--- src/rtl/spi_bus_ctrl.sv ---
// spi_bus_ctrl
// Turns decoded SPI frames into single or burst accesses on the internal
// memory-mapped bus. It runs the req/ack handshake with a timeout and holds
// read data for the decoder until the decoder has copied it. It also keeps
// sticky error flags.
//
// state    | meaning
// ---------+-------------------------------------------------------------
// IDLE     | no frame in progress; waiting for status_ready
// RD_REQ   | bus read: raise bus_req, then wait for ack or timeout
// RD_HOLD  | read data on rdata; waiting for the decoder's rdata_read
// WR_WAIT  | waiting for the decoder's data_ready (write payload)
// WR_REQ   | bus write: raise bus_req, then wait for ack or timeout
// DRAIN    | frame ended with a request outstanding; finish it, then IDLE
//
// Ports
//   clk, reset          system clock, synchronous active-high reset
//   cs_n_o              decoder chip select (1 = frame inactive)
//   status_ready        pulse: addr/status valid
//   data_ready          pulse: wdata valid
//   rdata_read          pulse: decoder has consumed rdata
//   addr, status, wdata decoder frame fields
//   rdata               read data to the decoder
//   bus_req/we/addr/wdata, bus_ack, bus_rdata   bus handshake
//   busy                controller not idle
//   err_timeout         sticky: a bus access timed out
//   err_proto           sticky: a frame pulse arrived in an illegal state
module spi_bus_ctrl #(
  parameter int                ADDR_W    = 20,
  parameter int                DATA_W    = 16,
  parameter int                ADDR_STEP = 1,
  parameter int                TIMEOUT   = 64,
  parameter logic [DATA_W-1:0] ERR_DATA  = 16'hDEAD
) (
  input  logic              clk,
  input  logic              reset,
  input  logic              cs_n_o,
  input  logic              status_ready,
  input  logic              data_ready,
  input  logic              rdata_read,
  input  logic [ADDR_W-1:0] addr,
  input  logic [3:0]        status,
  input  logic [DATA_W-1:0] wdata,
  output logic [DATA_W-1:0] rdata,
  output logic              bus_req,
  output logic              bus_we,
  output logic [ADDR_W-1:0] bus_addr,
  output logic [DATA_W-1:0] bus_wdata,
  input  logic              bus_ack,
  input  logic [DATA_W-1:0] bus_rdata,
  output logic              busy,
  output logic              err_timeout,
  output logic              err_proto
);

  localparam int CNT_W = (TIMEOUT > 1) ? $clog2(TIMEOUT) : 1;
  localparam logic [CNT_W-1:0] CNT_LAST = CNT_W'(TIMEOUT - 1);

  typedef enum logic [2:0] {
    IDLE    = 3'd0,
    RD_REQ  = 3'd1,
    RD_HOLD = 3'd2,
    WR_WAIT = 3'd3,
    WR_REQ  = 3'd4,
    DRAIN   = 3'd5
  } state_t;

  state_t            state_q,       state_d;
  logic [ADDR_W-1:0] addr_q,        addr_d;
  logic              burst_q,       burst_d;
  logic [DATA_W-1:0] rdata_q,       rdata_d;
  logic              bus_req_q,     bus_req_d;
  logic              bus_we_q,      bus_we_d;
  logic [ADDR_W-1:0] bus_addr_q,    bus_addr_d;
  logic [DATA_W-1:0] bus_wdata_q,   bus_wdata_d;
  logic [CNT_W-1:0]  cnt_q,         cnt_d;
  logic              err_timeout_q, err_timeout_d;
  logic              err_proto_q,   err_proto_d;

  logic req_done;
  logic req_to;
  logic req_finish;

  // Write/burst decode uses status[2:1]; the reserved bits are ignored.
  logic unused_status;
  assign unused_status = status[3] ^ status[0];

  // An ack in the last timeout cycle still counts as a good completion.
  assign req_done   = bus_req_q & bus_ack;
  assign req_to     = bus_req_q & ~bus_ack & (cnt_q == CNT_LAST);
  assign req_finish = req_done | req_to;

  always_comb begin
    state_d       = state_q;
    addr_d        = addr_q;
    burst_d       = burst_q;
    rdata_d       = rdata_q;
    bus_req_d     = bus_req_q;
    bus_we_d      = bus_we_q;
    bus_addr_d    = bus_addr_q;
    bus_wdata_d   = bus_wdata_q;
    cnt_d         = cnt_q;
    err_timeout_d = err_timeout_q;
    err_proto_d   = err_proto_q;

    if (bus_req_q) begin
      cnt_d = cnt_q + CNT_W'(1);
    end

    case (state_q)
      IDLE: begin
        if (status_ready) begin
          addr_d        = addr;
          burst_d       = status[1];
          err_timeout_d = 1'b0;
          err_proto_d   = 1'b0;
          state_d       = status[2] ? WR_WAIT : RD_REQ;
        end
      end

      RD_REQ: begin
        if (!bus_req_q) begin
          if (cs_n_o) begin
            state_d = IDLE;
          end else begin
            bus_req_d  = 1'b1;
            bus_we_d   = 1'b0;
            bus_addr_d = addr_q;
            cnt_d      = '0;
          end
        end else if (req_finish) begin
          bus_req_d = 1'b0;
          rdata_d   = req_done ? bus_rdata : ERR_DATA;
          if (req_to) begin
            err_timeout_d = 1'b1;
          end
          state_d = cs_n_o ? IDLE : RD_HOLD;
        end else if (cs_n_o) begin
          state_d = DRAIN;
        end
      end

      RD_HOLD: begin
        if (cs_n_o) begin
          state_d = IDLE;
        end else if (rdata_read) begin
          if (burst_q) begin
            // Prefetch the next beat while the decoder shifts this one out.
            addr_d  = addr_q + ADDR_W'(ADDR_STEP);
            state_d = RD_REQ;
          end else begin
            state_d = IDLE;
          end
        end
      end

      WR_WAIT: begin
        if (cs_n_o) begin
          state_d = IDLE;
        end else if (data_ready) begin
          bus_wdata_d = wdata;
          state_d     = WR_REQ;
        end
      end

      WR_REQ: begin
        if (!bus_req_q) begin
          if (cs_n_o) begin
            state_d = IDLE;
          end else begin
            bus_req_d  = 1'b1;
            bus_we_d   = 1'b1;
            bus_addr_d = addr_q;
            cnt_d      = '0;
          end
        end else if (req_finish) begin
          bus_req_d = 1'b0;
          if (req_to) begin
            err_timeout_d = 1'b1;
          end
          if (cs_n_o || !burst_q) begin
            state_d = IDLE;
          end else begin
            addr_d  = addr_q + ADDR_W'(ADDR_STEP);
            state_d = WR_WAIT;
          end
        end else if (cs_n_o) begin
          state_d = DRAIN;
        end
      end

      DRAIN: begin
        // The frame is gone, so a late read result is not forwarded to rdata.
        if (req_finish) begin
          bus_req_d = 1'b0;
          if (req_to) begin
            err_timeout_d = 1'b1;
          end
          state_d = IDLE;
        end
      end

      default: begin
        bus_req_d = 1'b0;
        state_d   = IDLE;
      end
    endcase

    // An illegal pulse only raises the flag. Its payload is dropped because
    // the transition logic above never acts on a pulse in these states.
    if (status_ready && state_q != IDLE) begin
      err_proto_d = 1'b1;
    end
    if (data_ready && state_q != WR_WAIT) begin
      err_proto_d = 1'b1;
    end
    if (rdata_read && state_q != RD_HOLD) begin
      err_proto_d = 1'b1;
    end
  end

  always_ff @(posedge clk) begin
    if (reset) begin
      state_q       <= IDLE;
      addr_q        <= '0;
      burst_q       <= 1'b0;
      rdata_q       <= '0;
      bus_req_q     <= 1'b0;
      bus_we_q      <= 1'b0;
      bus_addr_q    <= '0;
      bus_wdata_q   <= '0;
      cnt_q         <= '0;
      err_timeout_q <= 1'b0;
      err_proto_q   <= 1'b0;
    end else begin
      state_q       <= state_d;
      addr_q        <= addr_d;
      burst_q       <= burst_d;
      rdata_q       <= rdata_d;
      bus_req_q     <= bus_req_d;
      bus_we_q      <= bus_we_d;
      bus_addr_q    <= bus_addr_d;
      bus_wdata_q   <= bus_wdata_d;
      cnt_q         <= cnt_d;
      err_timeout_q <= err_timeout_d;
      err_proto_q   <= err_proto_d;
    end
  end

  assign rdata       = rdata_q;
  assign bus_req     = bus_req_q;
  assign bus_we      = bus_we_q;
  assign bus_addr    = bus_addr_q;
  assign bus_wdata   = bus_wdata_q;
  assign busy        = (state_q != IDLE);
  assign err_timeout = err_timeout_q;
  assign err_proto   = err_proto_q;

endmodule

--- config.mk ---
export PLATFORM = sky130hd
export DESIGN_NAME = spi_bus_ctrl
export DESIGN_NICKNAME = d
export VERILOG_FILES = /design/src/rtl/spi_bus_ctrl.sv
export SDC_FILE = /design/constraint.sdc
export NUM_CORES = 1
export LEC_CHECK = 0
export ABC_AREA = 0
export CAP_MARGIN = 0
export CORE_MARGIN = 2
export CORE_UTILIZATION = 50
export DETAILED_ROUTE_END_ITERATION = 12
export GPL_ROUTABILITY_DRIVEN = 0
export PLACE_DENSITY = 0.85
export SYNTH_ARGS = -nofsm -noshare
export SYNTH_HDL_FRONTEND = slang
export SYNTH_SLANG_ARGS = --single-unit
--- constraint.sdc ---
create_clock -name clk -period 3.6 [get_ports clk]
set_input_delay 0.9 -clock clk [delete_from_list [all_inputs] [get_ports clk]]
set_output_delay 0.9 -clock clk [all_outputs]
set_load 0.05 [all_outputs]
# Word level (Yosys, flattened, before mapping)
# Cells that the tools add are included.
[classes]
n_eq_ne = 23
bitwise = 8
muxes = 49
n_reduce_logical = 24
n_addsub = 2
[op_table]
columns = ["cell", "count"]
rows = [
  ["two-way mux 20 bit", 7],
  ["one-hot mux 20 bit (3 select lines)", 1],
  ["two-way mux 3 bit", 12],
  ["two-way mux 6 bit", 4],
  ["!= test 2 bit, second input constant", 12],
  ["adder 20 x 1 -> 20 bit, second input constant", 1],
  ["one-hot mux 3 bit (6 select lines)", 1],
  ["two-way mux 1 bit", 17],
  ["two-way mux 16 bit", 1],
  ["AND reduction 3 bit", 4],
  ["nonzero test 3 bit", 3],
  ["AND reduction 8 bit", 1],
  ["nonzero test 4 bit", 2],
  ["adder 6 x 1 -> 6 bit, second input constant", 1],
  ["equality test 3 x 2 -> 1 bit, second input constant", 2],
  ["equality test 3 bit, second input constant", 2],
  ["equality test 6 bit, second input constant", 1],
  ["two-way mux 2 bit", 3],
  ["!= test 3 x 2 -> 1 bit, second input constant", 2],
  ["!= test 3 bit, second input constant", 2],
  ["one-hot mux 1 bit (3 select lines)", 2],
  ["AND reduction 2 bit", 3],
  ["AND reduction 5 bit", 1],
  ["NOT 1 bit", 4],
  ["other kinds (13)", 17],
]
[word_totals]
output_inout_bits = 57
regBits = 86

# Depth between registers and ports, before layout
# Gate-level depths: netlist of the first run.
[logic_depth]
ltp_word = 7
mapped_depth = 8

# Least setup slack after synthesis of the first run
# No wires, ideal clock.
[synth_timing]
path_type = "input port to flip-flop"
from = "input port bus_ack"
to = "register addr_q[0]"
path_slack_ns = 1.281
arrival_ns = 2.244
n_path_buf = 0
setup_time_ns = 0.074
path_stages = 5
cell_sequence = "nand4b_1 -> o21a_2 -> a221o_1 -> or3_1 -> a31oi_1"
[synth_between]
elab_chain_len = 6
[synth_lines]
columns = ["item", "line_no", "rtl"]
rows = [
  ["start, declared", "49", "input logic bus_ack,"],
  ["NOT 1 bit", "90", "assign req_to = bus_req_q & ~bus_ack & (cnt_q == CNT_LAST);"],
  ["bitwise AND 1 bit (2 in a row)", "90", ""],
  ["bitwise OR 1 bit (*)", "91", "assign req_finish = req_done | req_to;"],
  ["!= test 2 bit (no source line) (*)", "-", ""],
  ["AND reduction 8 bit (no source line) (*)", "-", ""],
  ["end signal, assigned", "237", "addr_q <= addr_d;"],
  ["end, declared", "69", "logic [ADDR_W-1:0] addr_q, addr_d;"],
]
# Every way passes the cells marked *; elsewhere a longest branch is shown, timed or not.
# A chain may end at the register's enable or synchronous reset.

# Final worst setup path of the first run
[layout_timing]
from = "register state_q[1]"
to = "output port busy"
[layout_between]
elab_chain_len = 1
[layout_lines]
columns = ["item", "line_no", "rtl"]
rows = [
  ["start, declared", "68", "state_t state_q, state_d;"],
  ["start signal, assigned", "236", "state_q <= state_d;"],
  ["nonzero test 3 bit", "255", "assign busy = (state_q != IDLE);"],
  ["end, declared", "51", "output logic busy,"],
]
# Every way passes these cells.

==> impl_metrics.yaml, run 1 <==
cells_and_area:
  drive_above_1_share_pct: 7.65
  nFillCells: 621
  fin_nets: 623
  diodes: 0
  synthToLayoutAreaGrowth_pct: 35.9
  seqCellArea_um2: 1720
  multi_input_area_um2: 1990
  post-route-cell-area_um2: 5280
  postLayoutCoreUtil_pct: 69.4
yosys:
  postSynthCellCount: 460
  synthArstFlopShare_pct: 0
  synth-xor-area-share_pct: 1.13
  syn_avg_cell_area_um2: 8.44
  syn_area_um2: 3880
  synthFlopType: "dfxtp_1"
  synth_compound_area_share_pct: 22.1
  synth_simple_gate_area_share_pct: 21.0
  synth.net_count: 525
  synth-seq-area-share_pct: 44.3
  synth_fa_ha_area_share_pct: 0.644
  yosysWarnings: 0
  synth_top_family_by_area: "compound AO/OA/AOI/OAI gates"
  ys_seq_elements: 86
  synth.distinct_cells: 52
  synth_edf_count: 0
  muxShareOfSynthArea_pct: 6.25
power_and_ir_drop:
  ir_drop_uv: 287
  power.density_nw_per_um2: 431
  p_total_uw: 2270
  p_leak_uw: 0.00179
clocking:
  htreeDepth: 3
  root_buffer: "clkbuf_8"
  holdBufCountCts: 0
  cts_buffers: 9
  post_cts_buffers: 0
  path_clk_slew_ps: 80
  clk_latency_ps: 360
  post_cts_resize_count: 0
  clock_sinks: 86
  clockBufferDepth: 2
  cts_tree: "yes"
sta:
  final-hold-violation-count: 0
  setup_viol: 0
  fin_crit_sh_pct: 85.1
  relSlewSlack_pct: 33.1
  fin_worst_skew_ps: 5.74
  worst_slew_pin_slew_ps: 1000
  fin_crit_ps: 3060
  clock.fmax_mhz: 326
  rsz0062_at_grt: "false"
  fin_tns_setup_ps: 0
  report.final.slew_viol_count: 0
die:
  initial_core_util_pct: 51.1
  fp.dieW_um: 92.1
  die_area_um2: 8490
  core_um2: 7610
  placementRows: 32
  dieHeight_um: 92.1
  boundaryPins: 120
global_routing:
  grt_usage_pct: 24.0
  overflow: 0
  grt_pass1_vias: 3567
  antenna_found_initial: 0
  grt_pass1_wl_um: 16700
  grt_max_degree: 42
place:
  placed_cell_area_um2: 5070
  hpwlAfterDp_um: 6840
  numPortBuffers: 117
route:
  drcViolationCount: 0
  ant_nets: 0
  dr.pass1.iters: 4
  dr.first_iter.drc_count: 192
  dr_total_vias: 3774
  viasPerCell: 5.68
  wirelength_um: 9850
  wl_per_cell_um: 14.8
run_status:
  status: "finished clean"
critical_path:
  cp_max_fo: 17
  end_kind: "output pin"
  worstSetupStartpointType: "register"
  crit_required_ps: 2700
  criticalPathCategory: "register to output pin"
  cp_data_arrival_time_ps: 2160
job:
  max-cap-violations: 0
hold_path:
  min_path_type: "register to register"
==> stage by stage <==
stage	hold slack (ps)	setup WS (ps)	std cells
detailed placement	446	554	649
CTS	456	550	664
global placement	441	602	649
floorplan	445	1280	460
finish	456	537	664
global route	474	413	664
==> path summary, 6_finish.rpt <==
kind | to | cells past startpoint | slack (ps) | startpoint
worst max-delay path | busy | 3 | 540 | state_q[1]
worst min-delay path | bus_wdata[4] | 2 | 460 | bus_wdata[4]
worst max register to register | addr_q[19] | 5 | 1300 | state_q[1]
worst min register to register | bus_wdata[4] | 2 | 460 | bus_wdata[4]
==> registers in the layout (all words and copies together), names as in the netlist <==
| register | cells |
|---|---|
| burst_q | 1 |
| bus_req | 1 |
| bus_addr | 20 |
| bus_wdata | 16 |
| err_proto | 1 |
| bus_we | 1 |
| addr_q | 20 |
| state_q | 3 |
| err_timeout | 1 |
| rdata | 16 |
| cnt_q | 6 |
==> Yosys cell counts (3+ instances only) <==
cell type	number	area share [%]
o32ai_1	3	0.68
or3_1	4	0.64
nor3_1	10	1.3
nand2_1	57	5.5
nor4_1	5	0.81
a211oi_2	3	0.97
nand4_1	7	1.1
inv_1	7	0.68
dfxtp_1	86	44
nand3_1	13	1.7
buf_2	9	1.2
o21ai_0	25	3.2
a31oi_1	6	0.97
and2_1	6	0.97
mux2i_1	22	5.7
a22oi_1	8	1.5
a211oi_1	3	0.58
clkbuf_1	26	2.5
and3_1	6	0.97
o221a_2	12	3.5
xnor2_1	3	0.68
nand2b_1	3	0.48
a21oi_1	42	5.4
nor2b_1	5	0.81
nor2_1	48	4.6
o22ai_1	5	0.81
==> routing by layer <==
layer,global-route usage [%],vias to the layer above,wire length (um)
li1,-,1857,-
met1,30.6,1751,4110
met2,38.4,150,4750
met3,7.31,16,835
met4,8.83,0,154
met5,0,-,0
==> where the power goes <==
part	internal [uW]	leakage, uW	total, uW	switching [uW]
Sequential	1000	0.000698	1080	72.9
Combinational	206	0.000991	470	263
Clock	387	0.0000994	725	339
Total	1600	0.00179	2270	675
==> area by class of cell <==
cell class,count,area share (%)
multi-input combinational,331,37.7
sequential,86,32.6
timing repair buffer,123,22.9
clock buffer,11,2.49
tap,102,2.42
clock inverter,4,1.37
inverter,7,0.498
==> layout by cell type (no fill, tap or decap), types with 7 or more instances in the layout <==
cell type / netlist / layout
nand3_1: 13 / 13
o221a_2: 12 / 12
mux2i_1: 22 / 22
nand2_1: 57 / 57
o21ai_0: 25 / 25
a21oi_1: 42 / 42
nor3_1: 10 / 10
clkdlybuf4s50_1: 0 / 116
clkbuf_8: 0 / 9
nor2_1: 48 / 48
a22oi_1: 8 / 8
dfxtp_1: 86 / 86
inv_1: 7 / 7
nand4_1: 7 / 7
==> logic make-up (layout without fill, tap and decap cells) <==
group                      count (synthesis)  in the layout
xor gates and xnor gates                   5              5
DFF                                       86             86
and+or+nand+nor                          174            174
muxes                                     24             24
adders and majority gates                  2              2
AOI/OAI and AO/OA                        126            126
buffers and inverters                     43            145
==> critical path: stages (launching register included) <==
cell             delay (ps)
dfxtp_1                 680
nor3_1                  170
inv_1                   130
clkdlybuf4s50_1         820
(Power assumes the default switching activity.)
==> inputs of run 2 (changes only) <==
--- a/config.mk
+++ b/config.mk
@@ -11,6 +11,7 @@
 export CORE_UTILIZATION = 50
 export DETAILED_ROUTE_END_ITERATION = 12
 export GPL_ROUTABILITY_DRIVEN = 0
+export HOLD_SLACK_MARGIN = 0.03
 export PLACE_DENSITY = 0.85
 export SYNTH_ARGS = -nofsm -noshare
 export SYNTH_HDL_FRONTEND = slang
==> results of run 2 <==
Final layout, timing and power as in run 1 (identical DEF).
==> inputs of run 3 (changes only) <==
--- a/config.mk
+++ b/config.mk
@@ -13,6 +13,7 @@
 export GPL_ROUTABILITY_DRIVEN = 0
 export HOLD_SLACK_MARGIN = 0.03
 export PLACE_DENSITY = 0.85
+export SKIP_LAST_GASP = 1
 export SYNTH_ARGS = -nofsm -noshare
 export SYNTH_HDL_FRONTEND = slang
 export SYNTH_SLANG_ARGS = --single-unit
==> results of run 3 <==
Final layout, timing and power as in run 1 (identical DEF).
